[src/rtl/nec_ir_transmitter.sv]
// NEC infrared frame encoder: leader, 32 data bits, stop mark, or a repeat code.
// Drives a carrier-modulated LED output and also exposes the raw mark/space envelope.
module nec_ir_transmitter #(
  parameter int CLOCK_SPEED      = 50_000_000,
  parameter int CARRIER_HZ       = 38_000,
  parameter int CARRIER_DUTY_DIV = 3
) (
  input  logic        clkIN,
  input  logic        resetIN,
  input  logic        startIN,
  input  logic        repeatIN,
  input  logic [31:0] dataIN,
  output logic        busyOUT,
  output logic        doneOUT,
  output logic        envelopeOUT,
  output logic        txOUT,
  output logic [2:0]  dbgStateOUT
);

  localparam longint T_L = longint'(CLOCK_SPEED) * 9 / 16000;
  localparam int     T   = int'(T_L);
  localparam int     P   = CLOCK_SPEED / CARRIER_HZ;
  localparam int     PH  = P / CARRIER_DUTY_DIV;
  localparam int     DW  = $clog2(16 * T + 1);
  localparam int     CW  = (P > 1) ? $clog2(P) : 1;

  localparam logic [DW-1:0] D_LEAD   = DW'(16 * T - 1);
  localparam logic [DW-1:0] D_LSPACE = DW'(8 * T - 1);
  localparam logic [DW-1:0] D_RSPACE = DW'(4 * T - 1);
  localparam logic [DW-1:0] D_ONE    = DW'(T - 1);
  localparam logic [DW-1:0] D_THREE  = DW'(3 * T - 1);
  localparam logic [CW-1:0] C_LAST   = CW'(P - 1);
  localparam logic [CW-1:0] C_HIGH   = CW'(PH);
  localparam logic          TX_FIRST = (PH > 0);

  typedef enum logic [2:0] {
    S_IDLE       = 3'd0,
    S_LEAD_MARK  = 3'd1,
    S_LEAD_SPACE = 3'd2,
    S_BIT_MARK   = 3'd3,
    S_BIT_SPACE  = 3'd4,
    S_REP_SPACE  = 3'd5,
    S_STOP_MARK  = 3'd6
  } state_t;

  state_t        r_state;
  logic [DW-1:0] r_cnt;
  logic [CW-1:0] r_car;
  logic [4:0]    r_idx;
  logic [31:0]   r_data;
  logic          r_rep;
  logic          r_busy;
  logic          r_done;
  logic          r_env;
  logic          r_tx;

  logic          w_cnt_zero;
  logic          w_cur_bit;
  logic [CW-1:0] w_car_next;
  logic          w_car_high_next;

  assign w_cnt_zero      = (r_cnt == '0);
  // Bytes go out most-significant first, each byte LSB first.
  assign w_cur_bit       = r_data[{~r_idx[4:3], r_idx[2:0]}];
  assign w_car_next      = (r_car == C_LAST) ? '0 : r_car + CW'(1);
  assign w_car_high_next = (w_car_next < C_HIGH);

  always_ff @(posedge clkIN or posedge resetIN) begin
    if (resetIN) begin
      r_state <= S_IDLE;
      r_cnt   <= '0;
      r_car   <= '0;
      r_idx   <= '0;
      r_data  <= '0;
      r_rep   <= 1'b0;
      r_busy  <= 1'b0;
      r_done  <= 1'b0;
      r_env   <= 1'b0;
      r_tx    <= 1'b0;
    end else begin
      r_done <= 1'b0;
      case (r_state)
        S_IDLE: begin
          if (startIN || repeatIN) begin
            r_state <= S_LEAD_MARK;
            r_rep   <= !startIN;
            if (startIN) r_data <= dataIN;
            r_cnt   <= D_LEAD;
            r_busy  <= 1'b1;
            r_env   <= 1'b1;
            r_car   <= '0;
            r_tx    <= TX_FIRST;
          end
        end
        S_LEAD_MARK: begin
          if (w_cnt_zero) begin
            r_state <= r_rep ? S_REP_SPACE : S_LEAD_SPACE;
            r_cnt   <= r_rep ? D_RSPACE : D_LSPACE;
            r_env   <= 1'b0;
            r_tx    <= 1'b0;
          end else begin
            r_cnt <= r_cnt - DW'(1);
            r_car <= w_car_next;
            r_tx  <= w_car_high_next;
          end
        end
        S_LEAD_SPACE: begin
          if (w_cnt_zero) begin
            r_state <= S_BIT_MARK;
            r_idx   <= '0;
            r_cnt   <= D_ONE;
            r_env   <= 1'b1;
            r_car   <= '0;
            r_tx    <= TX_FIRST;
          end else begin
            r_cnt <= r_cnt - DW'(1);
          end
        end
        S_BIT_MARK: begin
          if (w_cnt_zero) begin
            r_state <= S_BIT_SPACE;
            r_cnt   <= w_cur_bit ? D_THREE : D_ONE;
            r_env   <= 1'b0;
            r_tx    <= 1'b0;
          end else begin
            r_cnt <= r_cnt - DW'(1);
            r_car <= w_car_next;
            r_tx  <= w_car_high_next;
          end
        end
        S_BIT_SPACE: begin
          if (w_cnt_zero) begin
            r_state <= (r_idx == 5'd31) ? S_STOP_MARK : S_BIT_MARK;
            r_idx   <= r_idx + 5'd1;
            r_cnt   <= D_ONE;
            r_env   <= 1'b1;
            r_car   <= '0;
            r_tx    <= TX_FIRST;
          end else begin
            r_cnt <= r_cnt - DW'(1);
          end
        end
        S_REP_SPACE: begin
          if (w_cnt_zero) begin
            r_state <= S_STOP_MARK;
            r_cnt   <= D_ONE;
            r_env   <= 1'b1;
            r_car   <= '0;
            r_tx    <= TX_FIRST;
          end else begin
            r_cnt <= r_cnt - DW'(1);
          end
        end
        S_STOP_MARK: begin
          if (w_cnt_zero) begin
            r_state <= S_IDLE;
            r_busy  <= 1'b0;
            r_env   <= 1'b0;
            r_tx    <= 1'b0;
            r_done  <= 1'b1;
          end else begin
            r_cnt <= r_cnt - DW'(1);
            r_car <= w_car_next;
            r_tx  <= w_car_high_next;
          end
        end
        default: r_state <= S_IDLE;
      endcase
    end
  end

  assign busyOUT     = r_busy;
  assign doneOUT     = r_done;
  assign envelopeOUT = r_env;
  assign txOUT       = r_tx;
  assign dbgStateOUT = r_state;

endmodule

[config.mk]
export PLATFORM = sky130hd
export DESIGN_NAME = nec_ir_transmitter
export DESIGN_NICKNAME = d
export VERILOG_FILES = /design/src/rtl/nec_ir_transmitter.sv
export SDC_FILE = /design/constraint.sdc
export NUM_CORES = 1
export LEC_CHECK = 0
export ABC_AREA = 1
export CAP_MARGIN = 10
export CORE_MARGIN = 3
export CORE_UTILIZATION = 54
export DETAILED_ROUTE_END_ITERATION = 6
export GPL_TIMING_DRIVEN = 1
export PLACE_DENSITY = 0.76
export SETUP_SLACK_MARGIN = 0.05
export SKIP_LAST_GASP = 1
export SYNTH_ARGS = -nofsm -noshare
export SYNTH_HDL_FRONTEND = slang
export SYNTH_SLANG_ARGS = --single-unit
export TNS_END_PERCENT = 30
[constraint.sdc]
create_clock -name clkIN -period 7.8 [get_ports clkIN]
set_clock_uncertainty 0.2 [all_clocks]
set_input_delay 2.34 -clock clkIN [delete_from_list [all_inputs] [get_ports clkIN]]
set_output_delay 2.34 -clock clkIN [all_outputs]
set_load 0.02 [all_outputs]
======== Yosys cells after proc, flatten, opt, wreduce, memory -nomap -nowiden ========
Cells that the tools add are included.
storage, ports and cells
  flip-flop bits (word level) ............. 75
  input port bits ......................... 36
  output and inout bits ................... 7
  logic and storage cells ................. 91
cells by class
  add/sub/neg operators ................... 3
  $lt $le $gt $ge ......................... 2
  equality and inequality tests ........... 19
  muxes and demuxes ....................... 37
  bitwise logic cells ..................... 1
  reduce and logical (&&, ||, !) cells .... 19
operators by type and width
  cell                   count
  $mux 19                5
  $pmux 19 s5            1
  $mux 11                4
  $pmux 11 s3            1
  $mux 3                 9
  $pmux 3 s7             1
  $logic_not 19->1       1
  $sub 19x1->19 const B  1
  $mux 18                1
  $ne 2x2->1 const B     9
  $mux 17                1
  $reduce_and 3->1       5
  $add 11x1->11 const B  1
  $eq 11x11->1 const B   1
  $lt 11x9->1 const B    1
  $mux 5                 2
  $pmux 5 s2             1
  $eq 3x3->1 const B     3
  $reduce_and 4->1       2
  $mux 1                 7
  $reduce_and 7->1       1
  $eq 3x2->1 const B     2
  $lt 5x6->1 const B     1
  $pmux 1 s3             2
  15 further kinds       18

======== Logic depth before layout (Yosys ltp) ========
Gate-level depths: netlist of the first run.
  depth in word-level cells ............... 6
  mapped depth ............................ 14
  mapped depth without buffers ............ 14

======== Worst setup path after synthesis of the first run ========
OpenSTA, ideal clock, no wires.
  kind .................................... input -> register
  from .................................... input repeatIN
  to ...................................... register r_cnt[8]
  library setup time ...................... 119 ps
  arrival time ............................ 3,173 ps
  data required time ...................... 7,481 ps
  path slack .............................. 4,308 ps
  stages .................................. 9
  buffers on the path ..................... 1
  path through ............................ nor2_1 -> nand2_2 -> nand2_2 -> inv_2 -> nand2_4 -> inv_2 -> buf_4 -> o22ai_1 -> inv_1
on the way
  cells in the longest elaborated chain, start to end .. 3
RTL lines
  element                     RTL line  RTL
  from (decl)                 11        input logic repeatIN,
  $logic_or 1x1->1            84        if (startIN || repeatIN) begin
  $ne 2x2->1 (no line)        --
  $reduce_and 3->1 (no line)  --
  to (signal assigned)        98        r_cnt <= r_rep ? D_RSPACE : D_LSPACE;
  to (signal assigned)        102       r_cnt <= r_cnt - DW'(1);
  to (signal assigned)        116       r_cnt <= r_cnt - DW'(1);
  to (decl)                   47        logic [DW-1:0] r_cnt;
No other way between the ends.
A chain may end at the register's enable or synchronous reset.

======== Final worst setup path of the first run ========
  from .................................... register r_state[2], in the netlist dbgStateOUT[2]
  to ...................................... output dbgStateOUT[2]
RTL lines
  element                 RTL line  RTL
  from (decl)             46        state_t r_state;
  from (signal assigned)  97        r_state <= r_rep ? S_REP_SPACE : S_LEAD_SPACE;
  from (signal assigned)  133       r_state <= (r_idx == 5'd31) ? S_STOP_MARK : S_BIT_MARK;
  to (decl)               17        output logic [2:0] dbgStateOUT
No word-level cell between the ends.

==> results.md, run 1 <==
- Run status: completed
- Top cell type's share of synthesized area: 0.419
- Layout cells sized above 1: 0.0856
- Initial antenna violation count: 0
- Pleak: 0.00249 uW
- Transition time of the tightest slew-check pin: 1100 ps
- GRT Residual Overflow: 0
- Crit path capture type: primary output
- Die width: 97.1 um
- Initial DRC Count: 332
- Top-Level Pins: 43
- Tmin final: 4160 ps
- Routed WL: 10900 um
- Final setup viols: 0
- Vias in the first global route: 4042
- Worst-path clk slew: 80 ps
- Post-place setup slack: 3420 ps
- CTS tree: built
- Post-cts sizing count: 0
- Core area: 7890 um^2
- CP Data Required Time: 5260 ps
- Clk root buf: clkbuf_8
- Max-Cap Viols: 0
- Height of the die: 97.1 um
- Number of nets in the layout: 703
- Critical Path Source Type: flop
- Worst path top cell family by delay: buffers and inverters
- Vias per inst: 5.42
- WP buf/inv: 1
- Achievable Freq: 240 MHz
- Total track usage: 0.244
- Crit path max fanout: 8
- CP max-delay cell: clkdlybuf4s50_1
- Fin. Hold Viols: 0
- Syn Nets: 664
- Seq/Total Area, Yosys: 0.419
- Unrepaired setup endpoints after global routing: no
- Die Area: 9430 um^2
- Post-Layout Cell Count: 768
- Netlist Area Pre-Place: 4480 um^2
- Hold crit path type: reg2reg
- DR pass1 iterations: 6
- Syn Inst Count: 622
- Post-CTS setup repair buffer count: 0
- Largest net degree at the start of global routing: 76
- Port Buffers: 42
- Power Density: 348 nW/um^2
- Yosys Warn Count: 0
- Row count: 32
- Deepest clock path buffer count: 2
- DRC errors left: 0
- Final period utilization: 0.533
- Placer Congestion: 0.908
- Worst skew pair latency: 350 ps
- Setup TNS: 0 ps
- WL/cell: 14.2 um
- Clk sink count: 75
- Arrival @ worst endpoint: 1620 ps
- H-tree Lvls: 3
- Slew HR: 0.264
- Placed cells: 752
- Max VDD drop: 0.141 mV
- Initial Util: 0.568
- R2r setup slk: 5140 ps
- Ranking of synthesized cells by area: dfrtp_1 42%, nand2_1 13%, inv_1 7.5%
- Antenna cells: 0
- Synth unique cells: 41
- Post-DRT Antenna Nets: 0
- Final worst slack: 3640 ps
- Yosys reg bits: 75
- Yosys top cell by area: dfrtp_1
- Total number of vias: 4166
- CP cell instances: clkdlybuf4s50_1
- Total power: 1800 uW
- Slew Viols, Final: 0
- First-pass GRT wire length: 19200 um
- Max incr delay on CP: 690 ps
- CTS Buf Count: 9
- Syn-to-layout area delta: 15.5%
- Hold-fix buffers, CTS: 0
- WS Path Type: reg2out
- Dpl hpwl: 8020 um
- Syn Area/Cell: 7.21 um^2
metal layers:
metal / track usage / wire [um] / vias to the layer above
met3: 0.0459 / 834 / 25
met1: 0.359 / 5050 / 1907
met2: 0.365 / 4850 / 161
li1: - / - / 2073
met5: 0 / 0 / -
met4: 0.0799 / 203 / 0
registers in the layout, summed over array words and instances, names as in the netlist:
signal       cells
doneOUT          1
r_data          32
dbgStateOUT      3
r_car           11
r_rep            1
txOUT            1
r_idx            5
r_cnt           19
envelopeOUT      1
busyOUT          1
logic make-up (layout without fill, tap and decap cells):
group | after synthesis | after routing | share of synthesized area
AND/OR/NAND/NOR | 302 | 302 | 0.302
buffers and inverters | 118 | 162 | 0.102
AO/OA/AOI/OAI | 108 | 108 | 0.135
flip-flops | 75 | 75 | 0.419
XOR/XNOR | 13 | 13 | 0.0254
adder cells (fa/ha/maj) | 6 | 6 | 0.0167
stage by stage:
step / hold WS, ps / utilization / area [um^2]
4_1_cts: 317 / 0.656 / 5180
2_1_floorplan: 285 / - / 4480
6_report: 303 / 0.656 / 5180
3_3_place_gp: 277 / 0.631 / 4980
3_5_place_dp: 299 / 0.631 / 4980
5_1_grt: 341 / 0.656 / 5180
synth_stat cells:
cell type  count
nor2_4         2
o22ai_1       11
nor3_2         1
ha_1           6
inv_1         89
clkbuf_1       6
nor3_4         1
o21a_1         2
nand2_2        5
nand3_2        1
nor3_1         8
o221ai_1       1
xor2_1        12
nand3_1       54
nor2_2         7
nand4_1        7
o211ai_1       1
nor2_8         1
nand3b_1       1
nand3_4        1
nand2_4        2
inv_2         11
a21oi_1       20
o21ai_0       55
o32ai_1        1
buf_2          7
buf_4          1
a31oi_1        4
nor2_1        55
a211oi_2       1
clkinv_1       2
dfrtp_1       75
buf_1          1
inv_4          1
nor4_1         1
or2_2          2
a22oi_1        6
o21ai_1        4
nand2_1      153
xnor2_1        1
a21oi_2        2
cells in the final DEF (no fill, tap or decap), types with 2 or more instances in the layout:
master,instances
nand2_4,2
dfrtp_1,75
nor2_4,3
xor2_1,12
clkinv_1,2
o21ai_0,55
inv_6,2
clkinvlp_4,2
nand3_1,54
o22ai_1,11
nor2_1,54
ha_1,6
clkbuf_8,9
clkdlybuf4s50_1,42
o21a_1,2
nand2_2,5
o21ai_1,4
a21oi_1,20
or2_2,2
nand4_1,7
inv_2,12
a22oi_1,6
a31oi_1,4
inv_1,88
nor3_1,8
a21oi_2,2
nand2_1,153
nor2_2,7
cell type report:
class / count / area (um^2)
multi-input cells: 429 / 2160
fillers: 717 / 2710
well taps: 102 / 128
repair buffers: 43 / 428
clock buffers: 9 / 124
inverters: 103 / 389
clock inverters: 7 / 76.3
flip-flops and latches: 75 / 1880
power breakdown:
group	switching [uW]	internal (uW)
clock network	159	150
registers	94.1	534
logic	569	294
path summary, 6_finish.rpt:
path,startpoint,to,depth (start not counted)
max,dbgStateOUT[2]$_DFFE_PP0P_,dbgStateOUT[2],1
min,busyOUT$_DFFE_PP0P_,busyOUT$_DFFE_PP0P_,2
max reg2reg,r_cnt[0]$_DFFE_PP0P_,r_car[1]$_DFFE_PP0P_,10
min reg2reg,busyOUT$_DFFE_PP0P_,busyOUT$_DFFE_PP0P_,2
max in group asynchronous,resetIN,r_car[9]$_DFFE_PP0P_,3
min in group asynchronous,resetIN,r_cnt[1]$_DFFE_PP0P_,3
No activity file was read; power rests on OpenSTA's default activity.
==> run 2: changes to the inputs <==
CORE_UTILIZATION = 52   (was 54)
clock period = 3.6 ns   (was 7.8 ns; I/O delays follow)
==> run 2 against run 1 <==
Against the previous run: via count is 1.3% higher; worst hold slack worse by 15 ps; non-clock buffer count up 4; count of clock-buffer cells in the layout rose by 2; first-iteration DRC count decreased by 20%; global-route usage down 1.1 points; register-to-register slack worse by 4100 ps; utilization fell by 2.8 points; critical path type unchanged; largest power group unchanged.
==> results.md, run 2 (same netlist as run 1, synthesis figures left out) <==
- DR pass1 iterations: 5
- Arrival @ worst endpoint: 1580 ps
- CP max-delay cell: clkdlybuf4s50_1
- Worst skew pair latency: 350 ps
- Port Buffers: 42
- Slew HR: 0.675
- CTS Buf Count: 9
- Crit path capture type: primary output
- Initial antenna violation count: 0
- Run status: completed
- Top-Level Pins: 43
- Hold crit path type: reg2reg
- WP buf/inv: 1
- Max-Cap Viols: 0
- Biggest regs: r_data x32, r_cnt x19, r_car x11
- Tmin final: 2860 ps
- Crit path max fanout: 8
- Total track usage: 0.233
- Final setup viols: 0
- WL/cell: 14.2 um
- Clk sink count: 75
- CTS tree: built
- Vias in the first global route: 3990
- Post-CTS setup repair buffer count: 0
- Transition time of the tightest slew-check pin: 487 ps
- Initial Util: 0.540
- Routed WL: 11000 um
- Row count: 33
- Die width: 98.9 um
- Unrepaired setup endpoints after global routing: no
- Achievable Freq: 350 MHz
- Most flops, register: r_data
- Dpl hpwl: 8120 um
- First-pass GRT wire length: 18500 um
- Hold slack: 288 ps
- Critical Path Source Type: flop
- Max VDD drop: 0.304 mV
- Die Area: 9770 um^2
- Commonest non-fill, non-tap cell in the layout: nand2_1
- Max FFs per register: 32
- Vias per inst: 5.45
- Worst path top cell family by delay: buffers and inverters
- Post-DRT Antenna Nets: 0
- Deepest clock path buffer count: 2
- WS Path Type: reg2out
- Number of nets in the layout: 707
- Max incr delay on CP: 670 ps
- Total number of vias: 4220
- CP cell instances: clkdlybuf4s50_1
- Setup TNS: 0 ps
- Core area: 8300 um^2
- Layout cells sized above 1: 0.0896
- H-tree Lvls: 3
- Fillers: 726
- DRC errors left: 0
- Clk root buf: clkbuf_8
- Largest net degree at the start of global routing: 76
- Post-cts sizing count: 0
- Placer Congestion: 0.958
- Initial DRC Count: 267
- Hold-fix buffers, CTS: 0
- Pleak: 0.00252 uW
- CP Data Required Time: 2320 ps
- Worst-path clk slew: 70 ps
- Fin. Hold Viols: 0
- Power Density: 747 nW/um^2
- Antenna cells: 0
- Commonest cells after routing, fill and taps aside: 153 x nand2_1, 88 x inv_1, 75 x dfrtp_1
- Final period utilization: 0.793
- Slew Viols, Final: 0
- Height of the die: 98.9 um
- Syn-to-layout area delta: 16.4%
- GRT Residual Overflow: 0
==> run 2: changes by cell type in the layout (fill, tap and decap cells not counted), sizes merged <==
cell and change:
clkbuf +2, buf +4, clkinvlp -1, inv -2, clkinv +1
==> run 2: where the power goes <==
part	switching, uW	internal (uW)
Clock	314	336
Sequential	213	1160
Combinational	1230	653
Total	1750	2150
==> run 2: worst paths after layout <==
kind	cells after the start	end	startpoint	slack, ps
worst max-delay path	1	dbgStateOUT[2]	dbgStateOUT[2]$_DFFE_PP0P_	740
worst min-delay path	2	busyOUT$_DFFE_PP0P_	busyOUT$_DFFE_PP0P_	290
worst max register to register	11	r_cnt[4]$_DFFE_PP0P_	r_cnt[0]$_DFFE_PP0P_	1080
worst min register to register	2	busyOUT$_DFFE_PP0P_	busyOUT$_DFFE_PP0P_	290
max in group asynchronous	3	r_car[2]$_DFFE_PP0P_	resetIN	1950
min in group asynchronous	3	r_data[21]$_DFFE_PP0P_	resetIN	920
==> run 2: metal layers <==
metal  share of wire  global-route usage  up-vias  wire, um
met2            0.46               0.361      169      5000
met5               0                   0        -         0
met1            0.45               0.327     1955      4960
li1                -                   -     2078         -
met3           0.075              0.0502       18       826
met4           0.016              0.0746        0       176
==> run 2: metrics by stage <==
step	worst slack (ps)	cells	total power, uW	area [um^2]	util
6_report	745	775	3900	5220	0.629
3_3_place_gp	716	759	3170	5020	0.605
2_1_floorplan	410	622	2730	4480	-
4_1_cts	738	775	3890	5220	0.629
3_5_place_dp	637	759	3240	5020	0.605
5_1_grt	694	775	4240	5220	0.629
==> run 2: area by class of cell <==
class / instances / area, um^2 / share of cell area
Clock inverter: 5 / 52.6 / 0.0101
Timing Repair Buffer: 47 / 470 / 0.0902
Tap cell: 105 / 131 / 0.0252
Sequential cell: 75 / 1880 / 0.360
Multi-Input combinational cell: 429 / 2160 / 0.413
Inverter: 103 / 389 / 0.0746
Clock buffer: 11 / 141 / 0.0271
